**config.mk**
```make
export PLATFORM = sky130hd
export DESIGN_NAME = mdio_mgmt_ctrl_flat
export DESIGN_NICKNAME = d
export VERILOG_FILES = /design/src/rtl/mdio_pkg.sv /design/src/rtl/mdio_mgmt_ctrl_if.sv /design/src/rtl/mdio_rr_arbiter.sv /design/src/rtl/mdio_mgmt_ctrl.sv /design/src/flat_wrapper.sv
export SDC_FILE = /design/constraint.sdc
export NUM_CORES = 1
export LEC_CHECK = 0
export BUFFER_PORTS_ARGS = -buffer_cell sky130_fd_sc_hd__buf_2
export CAP_MARGIN = 10
export CORE_MARGIN = 2
export CORE_UTILIZATION = 58
export CTS_CLUSTER_SIZE = 12
export DETAILED_ROUTE_END_ITERATION = 8
export GPL_TIMING_DRIVEN = 0
export PLACE_DENSITY_LB_ADDON = 0.3
export SLEW_MARGIN = 25
export SYNTH_ARGS = -nofsm -noshare
export SYNTH_HDL_FRONTEND = slang
export SYNTH_SLANG_ARGS = --single-unit
```
**constraint.sdc**
```tcl
create_clock -name MDC -period 5.4 [get_ports MDC]
set_input_delay 1.08 -clock MDC [delete_from_list [all_inputs] [get_ports MDC]]
set_output_delay 1.08 -clock MDC [all_outputs]
set_load 0.05 [all_outputs]
```
**src/rtl/mdio_pkg.sv**
```systemverilog
// Shared constants for the MDIO management master: state codes, frame field codes and lengths.
package mdio_pkg;

   localparam int unsigned CNT_W     = 6;
   localparam int unsigned ADDR_W    = 5;
   localparam int unsigned DATA_W    = 16;
   localparam int unsigned HDR_BITS  = 14;
   localparam int unsigned TA_BITS   = 2;
   localparam int unsigned DATA_BITS = 16;

   localparam logic [2:0] S_IDLE = 3'd0;
   localparam logic [2:0] S_PRE  = 3'd1;
   localparam logic [2:0] S_HDR  = 3'd2;
   localparam logic [2:0] S_TA   = 3'd3;
   localparam logic [2:0] S_DATA = 3'd4;
   localparam logic [2:0] S_DONE = 3'd5;

   localparam logic [1:0] ST_CODE = 2'b01;
   localparam logic [1:0] OP_WR   = 2'b01;
   localparam logic [1:0] OP_RD   = 2'b10;
   localparam logic [1:0] TA_WR   = 2'b10;

   // ST, OP, PHYAD, REGAD packed MSB first, as shifted onto the line
   function automatic logic [HDR_BITS-1:0] hdr_word(input logic             wr,
                                                    input logic [ADDR_W-1:0] phyad,
                                                    input logic [ADDR_W-1:0] regad);
      return {ST_CODE, (wr ? OP_WR : OP_RD), phyad, regad};
   endfunction

endpackage

```
**src/rtl/mdio_mgmt_ctrl_if.sv**
```systemverilog
// Requester and MDIO line bundle; master = controller side, slave = requesters/PHY side.
interface mdio_mgmt_ctrl_if;

   logic                          REQ0_VALID;
   logic                          REQ0_WR;
   logic [mdio_pkg::ADDR_W-1:0]   REQ0_PHYAD;
   logic [mdio_pkg::ADDR_W-1:0]   REQ0_REGAD;
   logic [mdio_pkg::DATA_W-1:0]   REQ0_WDATA;
   logic                          REQ0_DONE;
   logic                          REQ1_VALID;
   logic                          REQ1_WR;
   logic [mdio_pkg::ADDR_W-1:0]   REQ1_PHYAD;
   logic [mdio_pkg::ADDR_W-1:0]   REQ1_REGAD;
   logic [mdio_pkg::DATA_W-1:0]   REQ1_WDATA;
   logic                          REQ1_DONE;
   logic [mdio_pkg::DATA_W-1:0]   RDATA;
   logic                          BUSY;
   logic                          MDIO_OUT;
   logic                          MDIO_OE;
   logic                          MDIO_IN;

   modport master (
      input  REQ0_VALID, REQ0_WR, REQ0_PHYAD, REQ0_REGAD, REQ0_WDATA,
      input  REQ1_VALID, REQ1_WR, REQ1_PHYAD, REQ1_REGAD, REQ1_WDATA,
      input  MDIO_IN,
      output REQ0_DONE, REQ1_DONE, RDATA, BUSY, MDIO_OUT, MDIO_OE
   );

   modport slave (
      output REQ0_VALID, REQ0_WR, REQ0_PHYAD, REQ0_REGAD, REQ0_WDATA,
      output REQ1_VALID, REQ1_WR, REQ1_PHYAD, REQ1_REGAD, REQ1_WDATA,
      output MDIO_IN,
      input  REQ0_DONE, REQ1_DONE, RDATA, BUSY, MDIO_OUT, MDIO_OE
   );

endinterface

```
**src/rtl/mdio_rr_arbiter.sv**
```systemverilog
// Two-way round-robin arbiter; last_grant_q also names the owner of the frame in flight.
module mdio_rr_arbiter (
   input  logic       clk,
   input  logic       rst_n,
   input  logic [1:0] req,
   input  logic       load,
   output logic       gnt_idx_c,
   output logic       last_grant_q
);

   // On contention the requester that did not win last time goes first
   always_comb begin
      gnt_idx_c = last_grant_q;
      case (req)
         2'b01:   gnt_idx_c = 1'b0;
         2'b10:   gnt_idx_c = 1'b1;
         2'b11:   gnt_idx_c = ~last_grant_q;
         default: gnt_idx_c = last_grant_q;
      endcase
   end

   always_ff @(posedge clk) begin
      if (!rst_n)    last_grant_q <= 1'b1;
      else if (load) last_grant_q <= gnt_idx_c;
   end

endmodule

```
**src/rtl/mdio_mgmt_ctrl.sv**
```systemverilog
// MDIO Clause-22 management master: arbitrates two requesters and serializes one frame at a time.
module mdio_mgmt_ctrl
   import mdio_pkg::*;
#(
   parameter int unsigned PRE_LEN = 32
) (
   input  logic                MDC,
   input  logic                RESET,
   mdio_mgmt_ctrl_if.master    bus
);

   localparam logic [CNT_W-1:0] PRE_LAST  = (PRE_LEN == 0) ? '0 : CNT_W'(PRE_LEN - 1);
   localparam logic [CNT_W-1:0] HDR_LAST  = CNT_W'(HDR_BITS - 1);
   localparam logic [CNT_W-1:0] TA_LAST   = CNT_W'(TA_BITS - 1);
   localparam logic [CNT_W-1:0] DATA_LAST = CNT_W'(DATA_BITS - 1);
   localparam logic [2:0]       FIRST_ST  = (PRE_LEN == 0) ? S_HDR : S_PRE;

   logic [2:0]        state_q, state_d;
   logic [CNT_W-1:0]  cnt_q, cnt_d;
   logic              wr_q, wr_d;
   logic [ADDR_W-1:0] phyad_q, phyad_d, regad_q, regad_d;
   logic [DATA_W-1:0] wdata_q, wdata_d, cap_q, cap_d, rdata_q, rdata_d;
   logic              busy_q, busy_d, done0_q, done0_d, done1_q, done1_d;
   logic              out_q, out_d, oe_q, oe_d;
   logic [HDR_BITS-1:0] hdr_d;
   logic [3:0]        hdr_idx, dat_idx;
   logic              grant_c, gnt_idx_c, owner_q;

   assign grant_c = (state_q == S_IDLE) && (bus.REQ0_VALID || bus.REQ1_VALID);

   mdio_rr_arbiter u_arb (
      .clk          (MDC),
      .rst_n        (RESET),
      .req          ({bus.REQ1_VALID, bus.REQ0_VALID}),
      .load         (grant_c),
      .gnt_idx_c    (gnt_idx_c),
      .last_grant_q (owner_q)
   );

   // Next state/counter first, then the line bit for the cycle that the next state occupies
   always_comb begin
      state_d = state_q;
      cnt_d   = cnt_q + CNT_W'(1);
      wr_d    = wr_q;
      phyad_d = phyad_q;
      regad_d = regad_q;
      wdata_d = wdata_q;
      cap_d   = cap_q;
      rdata_d = rdata_q;

      case (state_q)
         S_IDLE: begin
            cnt_d = '0;
            if (grant_c) begin
               state_d = FIRST_ST;
               wr_d    = gnt_idx_c ? bus.REQ1_WR    : bus.REQ0_WR;
               phyad_d = gnt_idx_c ? bus.REQ1_PHYAD : bus.REQ0_PHYAD;
               regad_d = gnt_idx_c ? bus.REQ1_REGAD : bus.REQ0_REGAD;
               wdata_d = gnt_idx_c ? bus.REQ1_WDATA : bus.REQ0_WDATA;
            end
         end
         S_PRE: if (cnt_q == PRE_LAST) begin state_d = S_HDR;  cnt_d = '0; end
         S_HDR: if (cnt_q == HDR_LAST) begin state_d = S_TA;   cnt_d = '0; end
         S_TA:  if (cnt_q == TA_LAST)  begin state_d = S_DATA; cnt_d = '0; end
         S_DATA: begin
            if (!wr_q) cap_d = {cap_q[DATA_W-2:0], bus.MDIO_IN};
            if (cnt_q == DATA_LAST) begin
               state_d = S_DONE;
               cnt_d   = '0;
               if (!wr_q) rdata_d = {cap_q[DATA_W-2:0], bus.MDIO_IN};
            end
         end
         S_DONE: begin state_d = S_IDLE; cnt_d = '0; end
         default: begin state_d = S_IDLE; cnt_d = '0; end
      endcase

      hdr_d   = hdr_word(wr_d, phyad_d, regad_d);
      hdr_idx = 4'(4'd13 - cnt_d[3:0]);
      dat_idx = ~cnt_d[3:0];
      out_d   = 1'b1;
      oe_d    = 1'b0;
      case (state_d)
         S_PRE:  oe_d = 1'b1;
         S_HDR:  begin oe_d = 1'b1; out_d = hdr_d[hdr_idx]; end
         S_TA:   begin oe_d = wr_d; out_d = wr_d ? TA_WR[~cnt_d[0]] : 1'b1; end
         S_DATA: begin oe_d = wr_d; out_d = wr_d ? wdata_d[dat_idx] : 1'b1; end
         default: begin oe_d = 1'b0; out_d = 1'b1; end
      endcase

      busy_d  = (state_d != S_IDLE);
      done0_d = (state_d == S_DONE) && !owner_q;
      done1_d = (state_d == S_DONE) &&  owner_q;
   end

   always_ff @(posedge MDC) begin
      if (!RESET) begin
         state_q <= S_IDLE;
         cnt_q   <= '0;
         wr_q    <= 1'b0;
         phyad_q <= '0;
         regad_q <= '0;
         wdata_q <= '0;
         cap_q   <= '0;
         rdata_q <= '0;
         busy_q  <= 1'b0;
         done0_q <= 1'b0;
         done1_q <= 1'b0;
         out_q   <= 1'b1;
         oe_q    <= 1'b0;
      end else begin
         state_q <= state_d;
         cnt_q   <= cnt_d;
         wr_q    <= wr_d;
         phyad_q <= phyad_d;
         regad_q <= regad_d;
         wdata_q <= wdata_d;
         cap_q   <= cap_d;
         rdata_q <= rdata_d;
         busy_q  <= busy_d;
         done0_q <= done0_d;
         done1_q <= done1_d;
         out_q   <= out_d;
         oe_q    <= oe_d;
      end
   end

   assign bus.REQ0_DONE = done0_q;
   assign bus.REQ1_DONE = done1_q;
   assign bus.RDATA     = rdata_q;
   assign bus.BUSY      = busy_q;
   assign bus.MDIO_OUT  = out_q;
   assign bus.MDIO_OE   = oe_q;

endmodule

```
**src/flat_wrapper.sv**
```systemverilog
// flat-port wrapper written by rule: the top's interface ports become plain ports
module mdio_mgmt_ctrl_flat import mdio_pkg::*;
#(
   parameter int unsigned PRE_LEN = 32
)
  (MDC, RESET, bus_REQ0_VALID, bus_REQ0_WR, bus_REQ0_PHYAD, bus_REQ0_REGAD, bus_REQ0_WDATA, bus_REQ1_VALID, bus_REQ1_WR, bus_REQ1_PHYAD, bus_REQ1_REGAD, bus_REQ1_WDATA, bus_MDIO_IN, bus_REQ0_DONE, bus_REQ1_DONE, bus_RDATA, bus_BUSY, bus_MDIO_OUT, bus_MDIO_OE);
  mdio_mgmt_ctrl_if bus_i ();
  input  logic MDC;
  input  logic RESET;
  input wire logic [$bits(bus_i.REQ0_VALID)-1:0] bus_REQ0_VALID;
  input wire logic [$bits(bus_i.REQ0_WR)-1:0] bus_REQ0_WR;
  input wire logic [$bits(bus_i.REQ0_PHYAD)-1:0] bus_REQ0_PHYAD;
  input wire logic [$bits(bus_i.REQ0_REGAD)-1:0] bus_REQ0_REGAD;
  input wire logic [$bits(bus_i.REQ0_WDATA)-1:0] bus_REQ0_WDATA;
  input wire logic [$bits(bus_i.REQ1_VALID)-1:0] bus_REQ1_VALID;
  input wire logic [$bits(bus_i.REQ1_WR)-1:0] bus_REQ1_WR;
  input wire logic [$bits(bus_i.REQ1_PHYAD)-1:0] bus_REQ1_PHYAD;
  input wire logic [$bits(bus_i.REQ1_REGAD)-1:0] bus_REQ1_REGAD;
  input wire logic [$bits(bus_i.REQ1_WDATA)-1:0] bus_REQ1_WDATA;
  input wire logic [$bits(bus_i.MDIO_IN)-1:0] bus_MDIO_IN;
  output wire logic [$bits(bus_i.REQ0_DONE)-1:0] bus_REQ0_DONE;
  output wire logic [$bits(bus_i.REQ1_DONE)-1:0] bus_REQ1_DONE;
  output wire logic [$bits(bus_i.RDATA)-1:0] bus_RDATA;
  output wire logic [$bits(bus_i.BUSY)-1:0] bus_BUSY;
  output wire logic [$bits(bus_i.MDIO_OUT)-1:0] bus_MDIO_OUT;
  output wire logic [$bits(bus_i.MDIO_OE)-1:0] bus_MDIO_OE;
  assign bus_i.REQ0_VALID = bus_REQ0_VALID;
  assign bus_i.REQ0_WR = bus_REQ0_WR;
  assign bus_i.REQ0_PHYAD = bus_REQ0_PHYAD;
  assign bus_i.REQ0_REGAD = bus_REQ0_REGAD;
  assign bus_i.REQ0_WDATA = bus_REQ0_WDATA;
  assign bus_i.REQ1_VALID = bus_REQ1_VALID;
  assign bus_i.REQ1_WR = bus_REQ1_WR;
  assign bus_i.REQ1_PHYAD = bus_REQ1_PHYAD;
  assign bus_i.REQ1_REGAD = bus_REQ1_REGAD;
  assign bus_i.REQ1_WDATA = bus_REQ1_WDATA;
  assign bus_i.MDIO_IN = bus_MDIO_IN;
  assign bus_REQ0_DONE = bus_i.REQ0_DONE;
  assign bus_REQ1_DONE = bus_i.REQ1_DONE;
  assign bus_RDATA = bus_i.RDATA;
  assign bus_BUSY = bus_i.BUSY;
  assign bus_MDIO_OUT = bus_i.MDIO_OUT;
  assign bus_MDIO_OE = bus_i.MDIO_OE;
  mdio_mgmt_ctrl #(.PRE_LEN(PRE_LEN)) u_core (.MDC(MDC), .RESET(RESET), .bus(bus_i));
endmodule
```
==> impl.org, run 1 <==
** Clock network
- Post CTS Setup Buffer Count :: 0
- The tree built by TritonCTS fans out to 73 sinks.
- The clock passes through at most 2 buffers.
- Number of hold buffers added after cts :: 0
- At the later pin of the worst-skew pair, clock insertion delay measures 370 ps.
- After clock tree synthesis, the clock-pin slew on the worst setup and hold paths is 90 ps.
- Cts bufs inserted :: 9
- Count of H-tree levels built during CTS :: 3
- TritonCTS built the clock tree.
- Post_cts resized :: 0
- Clk root buf :: sky130_fd_sc_hd__clkbuf_8

** Logic synthesis
- Count of flip-flops with a built-in enable after synthesis :: 0
- Fraction of synthesized cell area taken by the top area cell type :: between 40% and 50%
- Count of different cell masters after synthesis :: 58
- Total of flip-flops plus latches after synthesis :: 73
- In this run the cell area of the synthesized design comes to approximately 3500 µm².
- By area the synthesized netlist is led by sky130_fd_sc_hd__dfxtp_1 41%, sky130_fd_sc_hd__nand2_1 8.3%, sky130_fd_sc_hd__mux2i_1 7.9%.
- The most used flip-flop cell after synthesis is sky130_fd_sc_hd__dfxtp_1.
- After technology mapping, the gate count stands at 423.
- For this run, asynchronously set or reset flops after synthesis account for 0%.
- The most common cell in the synthesized netlist is sky130_fd_sc_hd__nand2_1.
- Ranking of synthesized cells by instance count :: 78 x sky130_fd_sc_hd__nand2_1, 73 x sky130_fd_sc_hd__dfxtp_1, 44 x sky130_fd_sc_hd__a21oi_1, 40 x sky130_fd_sc_hd__nor2_1, 28 x sky130_fd_sc_hd__mux2i_1
- Synthesis Warnings :: 0
- Sequential elements use between 40% and 50% of the synthesized area.
- Each instance of the synthesized netlist takes up on average between 8 and 9 µm².
- Largest area contributor in the netlist :: sky130_fd_sc_hd__dfxtp_1
- Synthesis produced a netlist with a net count of a little under 500.

** Critical path
- The signal on the critical path passes through buf_2, or2_2, nand2_1, mux2i_1, a21o_1, inv_1, ha_1, nor3_1, o21ai_0, a41o_1, o32ai_1.
- Worst Path Buf+Inv :: 2
- At the worst endpoint, the required time is 5660 ps.
- Kind of launch point of the worst setup path :: primary input
- Data on the critical path arrives at its endpoint at roughly 3500 ps.
- The setup path with the least slack is of type primary input to flip-flop.
- Critical path's top delay family :: simple AND/OR/NAND/NOR gates
- Critical Path End Type :: flip-flop
- Slowest stage cell, crit path :: sky130_fd_sc_hd__nand2_1
- Largest incremental delay on the critical path :: 420 ps
- Critical path fanouts, max :: 7

** Route
- Detailed-route via count :: between 3,000 and 4,000
- The pre-antenna-repair detailed-routing pass consisted of 4 iterations.
- Overall routed net length :: about 8.4 mm
- Vias/cell :: 5.54
- WL per Instance :: 14.1 µm
- For this block, the initial DRC count from the detailed router was 195.
- DRC violations left :: 0
- Count of antenna-violating nets left after detailed routing :: 0

** Die
- Row generation in the floorplan step produced 28 rows.
- The die covers just under 7000 µm².
- Once the floorplan was initialized, standard cells occupied around three fifths of the core.
- Floorplan die width :: 82.0 µm
- The die is 82.0 µm tall.
- IO Count :: 80
- The total area inside the core boundary comes to 5890 µm².

** Power
- In this run switching power makes up around 30% of total power.
- Internal power :: 0.825 mW
- Largest voltage drop on the vdd net :: 0.000182 V
- Combinational Power Share :: about 17%
- In this run the static leakage power is 1.81 nW.
- Clock power frac :: between 30% and 40%
- The share of total power dissipated in sequential elements is 48.7%.
- Switching power :: 0.359 mW
- Dividing total power by cell area gives a power density of around 280 nW/µm².

** Final layout
- Cells with a size suffix above 1 make up 23.2% of the layout.
- Once layout is complete, the utilization of the core stands at 71.4%.
- Total inserted antenna cells :: 0
- Area added between synthesis and finish :: 19.1%
- Number of nets in the layout :: 576
- Fillers :: around 500

** Global routing
- The first global-routing pass estimated around 14 mm of wire.
- Vias in the first global route :: 3,076
- Number of antenna violations at the first check in global routing :: 0
- Entering global routing, the biggest net connects 16 pins.
- After global routing the overflow that remains totals 0.
- Combined global-route utilization of all metal layers :: 27.5%

** Place
- Half-perimeter wire length after detailed placement :: between 6 and 7 mm
- GPL Wtd Cong :: about 0.9
- Setup slack after placement :: 1850 ps
- PortBufs :: 79

** Timing
- For the pin with the worst max-slew slack, the measured transition is 788 ps.
- The worst pin sits at a relative slew slack of between 40% and 50%.
- The final-report hold violation count came to 0.
- In the final timing run, aggregate negative setup slack is 0 ps.
- Based on the critical path, the design can be clocked at up to roughly 0.31 GHz.
- Time the worst path needs with I/O delays and setup :: ~3200 ps
- Across all hold checks on the routed design, the worst slack comes to 458 ps.
- Final WS setup :: 2180 ps
- Unrepaired setup endpoints after global routing :: no
- The max-slew violation count came to 0.
- Period utilization :: 59.7%
- Across the routed clock network, the largest skew measured is 12.5 ps.
- Endpoints failing setup :: 0

** Outcome
- Outcome :: complete, no violations

** Hold path
- Class of the most critical hold timing path :: flip-flop to flip-flop

** Job
- Max Cap Violations :: 0
worst paths after layout:
path | slack [ps] | start | depth (start not counted) | to
setup / recovery | 2180 | bus_REQ1_VALID | 11 | u_core.bus.MDIO_OUT
hold reg to reg | 460 | u_core.bus.RDATA[10] | 2 | u_core.bus.RDATA[10]
setup reg to reg | 2490 | u_core.cnt_q[0] | 12 | u_core.bus.MDIO_OUT
hold / removal | 460 | u_core.bus.RDATA[10] | 2 | u_core.bus.RDATA[10]
cell families after synthesis:
| kind of cell | Yosys count | synth area share (%) |
|---|---|---|
| muxes | 33 | 9.54 |
| AOI/OAI and AO/OA | 103 | 19.3 |
| xor gates and xnor gates | 6 | 1.49 |
| adders and majority gates | 4 | 1.42 |
| and+or+nand+nor | 168 | 22.2 |
| buffers and inverters | 36 | 4.61 |
| DFF | 73 | 41.4 |
worst register-to-register path: cells and delay by family, from the launching register on:
| kind | cells | cell delay, ps |
|---|---|---|
| AND/OR/NAND/NOR | 3 | 720 |
| adder cells (fa/ha/maj) | 2 | 510 |
| buffers and inverters | 2 | 180 |
| flip-flops | 1 | 430 |
| AO/OA/AOI/OAI | 5 | 960 |
layout make-up:
cell class	count	area (µm²)	share of cell area (%)
flip-flops and latches	73	1460	34.8
well taps	75	93.8	2.23
plain buffers	28	133	3.16
repair buffers	79	395	9.41
multi-input cells	314	1900	45.3
clock buffers	9	124	2.95
inverters	8	30.0	0.715
clock inverters	7	60.1	1.43
cell usage in the layout, fill, tap and decap left out, types with 3 or more instances in the layout:
cell	instances
sky130_fd_sc_hd__or3_1	5
sky130_fd_sc_hd__clkbuf_8	9
sky130_fd_sc_hd__clkinvlp_4	3
sky130_fd_sc_hd__dfxtp_1	73
sky130_fd_sc_hd__xnor2_1	3
sky130_fd_sc_hd__mux2i_1	28
sky130_fd_sc_hd__nand2_1	78
sky130_fd_sc_hd__nor2_1	40
sky130_fd_sc_hd__clkbuf_1	16
sky130_fd_sc_hd__a31oi_1	4
sky130_fd_sc_hd__a21oi_1	44
sky130_fd_sc_hd__buf_2	86
sky130_fd_sc_hd__nand3_1	9
sky130_fd_sc_hd__o21ai_0	12
sky130_fd_sc_hd__nand4b_1	3
sky130_fd_sc_hd__and2_1	5
sky130_fd_sc_hd__nor3_1	4
sky130_fd_sc_hd__a211oi_1	21
sky130_fd_sc_hd__inv_6	3
sky130_fd_sc_hd__nor3b_1	5
sky130_fd_sc_hd__ha_1	4
sky130_fd_sc_hd__mux2_2	4
sky130_fd_sc_hd__xor2_1	3
sky130_fd_sc_hd__inv_1	7
sky130_fd_sc_hd__o211ai_1	4
metal layers:
layer / vias up / GRT usage [%] / routed length, µm
met5: - / 0 / 0
met4: 0 / 13.3 / 219
met3: 18 / 6.59 / 508
met2: 107 / 46.5 / 4040
met1: 1493 / 32.6 / 3620
li1: 1667 / - / -
power groups by stage:
| stage | Sequential [mW] | Combinational (mW) | Clock [mW] |
|---|---|---|---|
| floorplan | 0.591 | 0.136 | 0 |
| finish | 0.577 | 0.201 | 0.406 |
| CTS | 0.577 | 0.200 | 0.409 |
| detailed placement | 0.589 | 0.198 | 0 |
| global placement | 0.588 | 0.192 | 0 |
| global route | 0.580 | 0.223 | 0.431 |
registers in the layout (all words and copies together) (netlist names):
name,count
u_core.state_q,3
u_core.cap_q,15
u_core.bus.BUSY,1
u_core.bus.REQ0_DONE,1
u_core.u_arb.last_grant_q,1
u_core.bus.RDATA,16
u_core.regad_q,5
u_core.wdata_q,16
u_core.phyad_q,5
u_core.bus.REQ1_DONE,1
u_core.bus.MDIO_OUT,1
u_core.wr_q,1
u_core.bus.MDIO_OE,1
u_core.cnt_q,6
through the flow:
step | std cells | cell area [µm²] | total power [mW]
4_1_cts | 593 | 4200 | 1.18
3_5_place_dp | 577 | 4020 | 0.787
3_3_place_gp | 577 | 4020 | 0.780
5_1_grt | 593 | 4200 | 1.23
2_1_floorplan | 423 | 3530 | 0.727
6_report | 593 | 4200 | 1.18
Note: power is estimated with default switching activity, not from simulation.
==> run 2: changes to the inputs <==
Settings changed: CORE_UTILIZATION 58 to 54.
Clock period 5.4 ns to 3.2 ns, I/O delays scaled along.
==> run 2 against run 1 <==
Compared with the run above: power is 65% higher; via count is 0.82% higher; worst hold slack worse by 6.5 ps; clock-buffer cell count is 1 higher; first-iteration DRC count is 6.7% higher; wire length hardly changed.
==> impl.org, run 2 (same netlist as run 1, synthesis figures left out) <==
** Clock network
- Post CTS Setup Buffer Count :: 0 (unchanged)
- Post_cts resized :: 0 (unchanged)
- Clk root buf :: sky130_fd_sc_hd__clkbuf_8
- CTS clk-pin slew, worst paths :: 80 ps (about the same)
- Count of H-tree levels built during CTS :: 3 (unchanged)
- The TritonCTS buffer count is 9 (unchanged).
- Bufs on Longest Clock Path :: 2 (unchanged)
- Clock sink count :: 73 (unchanged)
- The clock latency at the later pin of the worst-skew pair is 360 ps (about the same).
- Clock tree from TritonCTS :: yes
- Number of hold buffers added after cts :: 0 (unchanged)

** Global routing
- Combined global-route utilization of all metal layers :: 23.9% (-3.6 points)
- Grt total ovfl :: 0 (unchanged)
- The maximum number of pins on one net before global-route repair is 14 (-2).
- The first-pass GRT wire length came to 13.8 mm (-1.1%).
- The number of global-route vias before repair came to 3,121 (+1.5%).
- The number of antenna violations at the first check in global routing was 0 (unchanged).

** Final layout
- The diode insertion count for antenna repair came to 0 (unchanged).
- Post-route non-filler standard cell count :: 595 (+0.34%)
- The layout cell share with drive strength beyond 1 is 23.0% (-0.19 points).
- Area added between synthesis and finish :: 18.8%
- The library cell used most frequently in the layout, excluding fill and tap cells, is sky130_fd_sc_hd__buf_2.
- The post-route core utilization is 66.0% (-5.4 points).
- Number of nets in the layout :: 576 (unchanged)
- Fillers :: 550 (+9.8%)
- The final design instance area without fill was 4190 µm² (-0.24%).
- Multi-input gate area :: 1900 µm² (unchanged)
- Commonest cells after routing, fill and taps aside :: 86 x sky130_fd_sc_hd__buf_2, 78 x sky130_fd_sc_hd__nand2_1, 73 x sky130_fd_sc_hd__dfxtp_1, 44 x sky130_fd_sc_hd__a21oi_1, 40 x sky130_fd_sc_hd__nor2_1
- The register cell area after layout came to 1460 µm² (unchanged).

** Place
- Half-perimeter wire length after detailed placement :: 6.28 mm (-0.24%)
- Placed inst area :: 4020 µm² (about the same)
- The number of buffers inserted by port buffering came to 79 (unchanged).
- GPL Wtd Cong :: 0.946 (+6.8%)
- The instance count after placement with tap cells included was 579 (+0.35%).

** Route
- Vias/cell :: 5.57 (+0.48%)
- The detailed-routed wire length on met2 is 3.93 mm (-2.7%).
- Wire length on met1 :: 3.73 mm (+3.0%)
- Met3 WL post-DR :: 501 µm (-1.4%)
- Count of antenna-violating nets left after detailed routing :: 0 (unchanged)
- WL per Instance :: 14.1 µm (-0.38%)
- After detailed routing, no signal wire sits above met4.
- The initial DRC count was 208 (+6.7%).
- DRC violations left :: 0 (unchanged)
- The sum of routed wire length over all layers came to 8.39 mm (about the same).
- Detailed-route via count :: 3,312 (+0.82%)
- Number of optimization iterations in the first detailed-route pass :: 4 (unchanged)

** Timing
- Period utilization :: between 90 and 100%
- The measured slew at the worst slew-check pin is 865 ps (+77.5 ps).
- Max-slew violation count :: 0 (unchanged)
- Setup tns final :: 0 ps (unchanged)
- Hold Violations, Final :: 0 (unchanged)
- Endpoints failing setup :: 0 (unchanged)
- Time the worst path needs with I/O delays and setup :: a little under 3000 ps
- Setup repair after global routing left no endpoint under its margin.
- Clk_skew :: 6.96 ps (-5.56 ps)
- Final-layout worst hold slack :: 451 ps (-6.51 ps)
- Max-slew headroom :: 41.9% (-5.2 points)
- Static timing analysis puts the maximum clock frequency at roughly 0.35 GHz.

** Die
- The placement row count is 29 (+3.6%).
- The horizontal die dimension is 84.8 µm (+3.5%).
- The effective utilization at floorplan was 55.5% (-4.4 points).
- The I/O pin count was 80 (unchanged).
- The die boundary height came to 84.8 µm (+3.5%).
- The die area was 7190 µm² (+7.0%).
- Area inside the core boundary :: 6350 µm² (+7.9%)

** Critical path
- Number of cells traversed by the worst register-to-register path :: 12 (unchanged)
- WP data arrival :: 3120 ps (-370 ps)
- WP data required :: 3440 ps (-2220 ps)
- The worst setup path is of the flip-flop to flip-flop kind.
- Critical path fanouts, max :: 10 (+3)
- STA classifies the critical path endpoint as a flip-flop.
- Kind of launch point of the worst setup path :: flip-flop

** Power
- The leakage power summed over all cells came to 1.80 nW (-0.54%).
- Largest voltage drop on the vdd net :: 0.000284 V (+56%)
- Total power divided by cell area :: 465 nW/µm² (+65%)

** Hold path
- Worst hold stages :: 2 (unchanged)
- Class of the most critical hold timing path :: flip-flop to flip-flop

** Job
- The max-capacitance violation count is 0 (unchanged).

** Outcome
- The flow ran to the end, and the final reports show no timing, DRC or antenna violations.
run 2: through the flow:
| stage | power (mW) | setup slack (ps) |
|---|---|---|
| floorplan | 1.23 | 688 |
| global placement | 1.32 | 181 |
| detailed placement | 1.33 | 139 |
| CTS | 1.96 | 362 |
| global route | 2.04 | 191 |
| finish | 1.95 | 317 |
run 2: area by class of cell:
cell class / count / area share (%)
Multi-Input combinational cell: 314 / 45.4
Clock buffer: 10 / 3.05
Clock inverter: 6 / 1.05
Sequential cell: 73 / 34.9
Buffer: 28 / 3.17
Tap cell: 77 / 2.30
Inverter: 8 / 0.717
Timing Repair Buffer: 79 / 9.44
run 2: layer usage:
metal  vias up  global-route usage [%]
li1       1662                       -
met1      1514                    29.5
met2       116                    39.8
met3        20                    5.74
met4         0                    10.7
met5         -                       0
run 2: path summary, 6_finish.rpt:
check,start,slack [ps],end
worst max-delay path,u_core.cnt_q[0],320,u_core.bus.MDIO_OUT
worst min-delay path,u_core.bus.RDATA[10],450,u_core.bus.RDATA[10]
worst max register to register,u_core.cnt_q[0],320,u_core.bus.MDIO_OUT
worst min register to register,u_core.bus.RDATA[10],450,u_core.bus.RDATA[10]
run 2: critical path: stages, from the launching register on:
cell and delay [ps]:
sky130_fd_sc_hd__dfxtp_1 440, sky130_fd_sc_hd__ha_1 210, sky130_fd_sc_hd__nor3b_1 390, sky130_fd_sc_hd__o21ai_1 190, sky130_fd_sc_hd__a21o_2 270, sky130_fd_sc_hd__nand2_2 100, sky130_fd_sc_hd__inv_2 50, sky130_fd_sc_hd__buf_6 130
sky130_fd_sc_hd__ha_1 290, sky130_fd_sc_hd__nor3_1 170, sky130_fd_sc_hd__o21ai_0 120, sky130_fd_sc_hd__a41o_1 250, sky130_fd_sc_hd__o32ai_1 150
run 2: where the power goes:
| group | internal (mW) | total, mW | switching [mW] | leakage [nW] |
|---|---|---|---|---|
| combinational | 0.145 | 0.339 | 0.194 | 1.13 |
| sequential | 0.953 | 0.973 | 0.0205 | 0.596 |
| clock | 0.282 | 0.638 | 0.356 | 0.0749 |
==> run 3: changes to the inputs <==
Settings changed: CORE_ASPECT_RATIO set to 2, CORE_MARGIN 2 to unset.
==> run 3 against run 2 <==
Compared with the run above: setup slack better by 40 ps; clock power is 37% higher; power is 12% higher; worst hold slack worse by 2.6 ps; clock skew is 2.8 ps lower; core utilization is 2.0 points higher; highest routed layer unchanged; die area is 4.4% lower; fmax is 1.4% higher.
==> impl.org, run 3 (same netlist as run 1, synthesis figures left out) <==
** Outcome
- Outcome :: complete, no violations

** Power
- The total power per unit cell area came to 510 nW/µm² (+9.6%).
- Largest voltage drop on the vdd net :: 0.000507 V (+79%)
- Switching power :: 0.547 mW (-4.2%)
- Internal power :: 1.64 mW (+19%)
- The part of the power in registers was 44.6% (-5.3 points).
- Leakage power :: 1.86 nW (+3.0%)
- The total chip power came to 2.19 mW (+12%).
- Clock power frac :: 39.9% (+7.2 points)
- The combinational share of power was 15.5% (-1.9 points).
- Proportion of total power due to net switching :: 25.0% (-4.3 points)

** Global routing
- Number of antenna violations at the first check in global routing :: 0 (unchanged)
- Grt total ovfl :: 0 (unchanged)
- First-pass GRT wire length :: 13.7 mm (-0.50%)
- The maximum number of pins on one net before global-route repair was 11 (-3).
- The number of global-route vias before repair was 3,182 (+2.0%).
- The aggregate global-route resource usage was 26.8% (+2.9 points).

** Critical path
- WP data arrival :: 3030 ps (-90 ps)
- The largest incremental delay on the critical path came to 500 ps (+60 ps).
- The worst setup path is captured at a flip-flop.
- The worst setup path is launched from a flip-flop.
- Slowest stage cell, crit path :: sky130_fd_sc_hd__or4b_1
- Type of the setup path with the least slack :: flip-flop to flip-flop
- In this run the critical register-to-register path is launched from u_core.cnt_q[0].
- Number of cells traversed by the worst register-to-register path :: 8 (-4)
- Critical path fanouts, max :: 6 (-4)
- Walking the worst path, the cells encountered are ha_1, or4b_1, a32oi_1, nand4b_1, nor3b_1, o21ai_0, nor4_1, o32ai_1.
- The endpoint identified for the worst register-to-register timing path is u_core.bus.MDIO_OUT.
- The worst endpoint required time is 3390 ps (-50 ps).
- Worst-case register-to-register setup slack :: 360 ps (+40 ps)

** Die
- The horizontal die dimension is 59.1 µm (-30%).
- Total Die Area :: 6880 µm² (-4.4%)
- Starting density of the core :: 55.9% (+0.35 points)
- IO Count :: 80 (unchanged)
- Vertical die dimension :: 116 µm (+37%)
- The placeable core region came to 6310 µm² (-0.63%).
- FP Rows :: 41 (+41%)

** Job
- Max Cap Violations :: 0 (unchanged)

** Timing
- The clock period minus worst slack is 2840 ps (-39.8 ps).
- Clk_skew :: 4.12 ps (-2.84 ps)
- Setup repair after global routing left no endpoint under its margin.
- The measured slew at the worst slew-check pin came to 743 ps (-122 ps).
- The count of final setup violators was 0 (unchanged).
- The max-slew violation count was 0 (unchanged).
- Hold Violations, Final :: 0 (unchanged)
- Final WS setup :: 357 ps (+39.8 ps)
- Period utilization :: 88.8% (-1.2 points)
- Max-slew headroom :: 50.1% (+8.2 points)
- Final-layout worst hold slack :: 449 ps (-2.56 ps)
- The total negative setup slack came to 0 ps (unchanged).
- Fmax :: 0.352 GHz (+1.4%)

** Clock network
- Bufs on Longest Clock Path :: 2 (unchanged)
- Clock sink count :: 73 (unchanged)
- CTS clk-pin slew, worst paths :: 50 ps (-30 ps)
- Count of H-tree levels built during CTS :: 3 (unchanged)
- The root buffer cell chosen for the clock tree is sky130_fd_sc_hd__clkbuf_16.
- The number of hold-repair buffers added at the cts stage was 0 (unchanged).
- TritonCTS built the clock tree.
- Source-to-sink clock delay at the later pin of the worst-skew pair :: 330 ps (-30 ps)
- The TritonCTS buffer count was 9 (unchanged).

** Final layout
- Post-route non-filler standard cell count :: 603 (+1.3%)
- Number of nets in the layout :: 576 (unchanged)
- Most common cell after layout, fill and taps aside :: sky130_fd_sc_hd__buf_2
- The final design instance area without fill came to 4290 µm² (+2.4%).
- Share of final-layout standard cells stronger than drive strength 1 :: 22.2% (-0.73 points)
- Utilization after layout :: 68.0% (+2.0 points)
- Leaving out fill and tap cells, the most frequent cells in the layout are 86 x sky130_fd_sc_hd__buf_2, 78 x sky130_fd_sc_hd__nand2_1, 73 x sky130_fd_sc_hd__dfxtp_1, 44 x sky130_fd_sc_hd__a21oi_1, 40 x sky130_fd_sc_hd__nor2_1.
- Fillers :: 558 (+1.5%)
- Area added between synthesis and finish :: 21.7%
- The diode insertion count for antenna repair is 0 (unchanged).

** Place
- The final RePlAce weighted congestion was 0.940 (-0.62%).
- Setup slack after placement :: 246 ps (+108 ps)
- Half-perimeter wire length after detailed placement :: 6.67 mm (+6.2%)
- Cell total after placement :: 588 (+1.6%)
- PortBufs :: 79 (unchanged)
- Placed inst area :: 4030 µm² (+0.28%)

** Route
- The number of optimization iterations in the first detailed-route pass came to 5 (+1).
- Detailed-route via count :: 3,277 (-1.1%)
- The number of antenna-violating nets in the routed design was 0 (unchanged).
- Overall routed net length :: 8.48 mm (+1.2%)
- DRC violations left :: 0 (unchanged)
- Vias/cell :: 5.43 (-2.4%)
- Count of routing violations after the opening detailed-route iteration :: 121 (-42%)
- WL per Instance :: 14.1 µm (-0.17%)

** Hold path
- The path with the worst hold slack has its endpoint at u_core.bus.RDATA[6].
- The worst hold path begins at u_core.bus.RDATA[6].
- The min-delay analysis places its worst path in the category flip-flop to flip-flop.
- The worst hold path stage count was 2 (unchanged).
-- run 3: changes by cell type in the layout (fill, tap and decap cells not counted), sizes merged --
cell / before / now
clkbuf: 26 / 31
clkinvlp: 4 / 0
clkinv: 1 / 0
inv: 9 / 8
-- run 3: worst max path at each step --
stage / depth (start not counted) / endpoint / slack [ps] / from
CTS: 12 / u_core.bus.MDIO_OUT / 260 / u_core.cnt_q[0]
global route: 8 / u_core.bus.MDIO_OUT / 170 / u_core.cnt_q[0]
finish: 8 / u_core.bus.MDIO_OUT / 360 / u_core.cnt_q[0]
floorplan: 10 / u_core.bus.MDIO_OUT / 690 / bus_REQ1_VALID
global placement: 11 / u_core.bus.MDIO_OUT / 200 / bus_REQ1_VALID
detailed placement: 11 / u_core.bus.MDIO_OUT / 250 / bus_REQ1_VALID
-- run 3: final cells by class --
class                   count  area [µm²]  share of cell area (%)
inverters                   8        30.0                   0.700
clock buffers              15         258                    6.00
plain buffers              28         133                    3.09
repair buffers             79         395                    9.21
multi-input cells         314        1910                    44.4
well taps                  86         108                    2.51
flip-flops and latches     73        1460                    34.0
-- run 3: worst max-delay path, delay by kind of cell, from the launching register on --
family                   cells  cell delay, ps
AO/OA/AOI/OAI                3             590
flip-flops                   1             440
AND/OR/NAND/NOR              4            1470
adder cells (fa/ha/maj)      1             210
-- run 3: power by group through the flow --
stage | sequential (mW) | clock, mW | combinational, mW
after CTS | 0.976 | 0.891 | 0.339
after floorplan | 0.998 | 0 | 0.229
after global placement | 0.993 | 0 | 0.331
after global routing | 0.980 | 0.927 | 0.375
final | 0.976 | 0.873 | 0.340
after detailed placement | 0.995 | 0 | 0.337
-- run 3: layer usage --
metal  track usage (%)  part of all wire [%]  wire (µm)
met1              22.8                    34       2850
met2              52.3                    58       4880
met3              5.76                   3.8        325
met4              17.8                   5.1        435
met5                 0                     0          0
-- run 3: repair_timing --
action                                  in CTS  in global routing
resized for setup                            0                  1
endpoints found under the setup margin       0                  1
hold endpoints to repair                     0                  0
buffers inserted                             0                  0
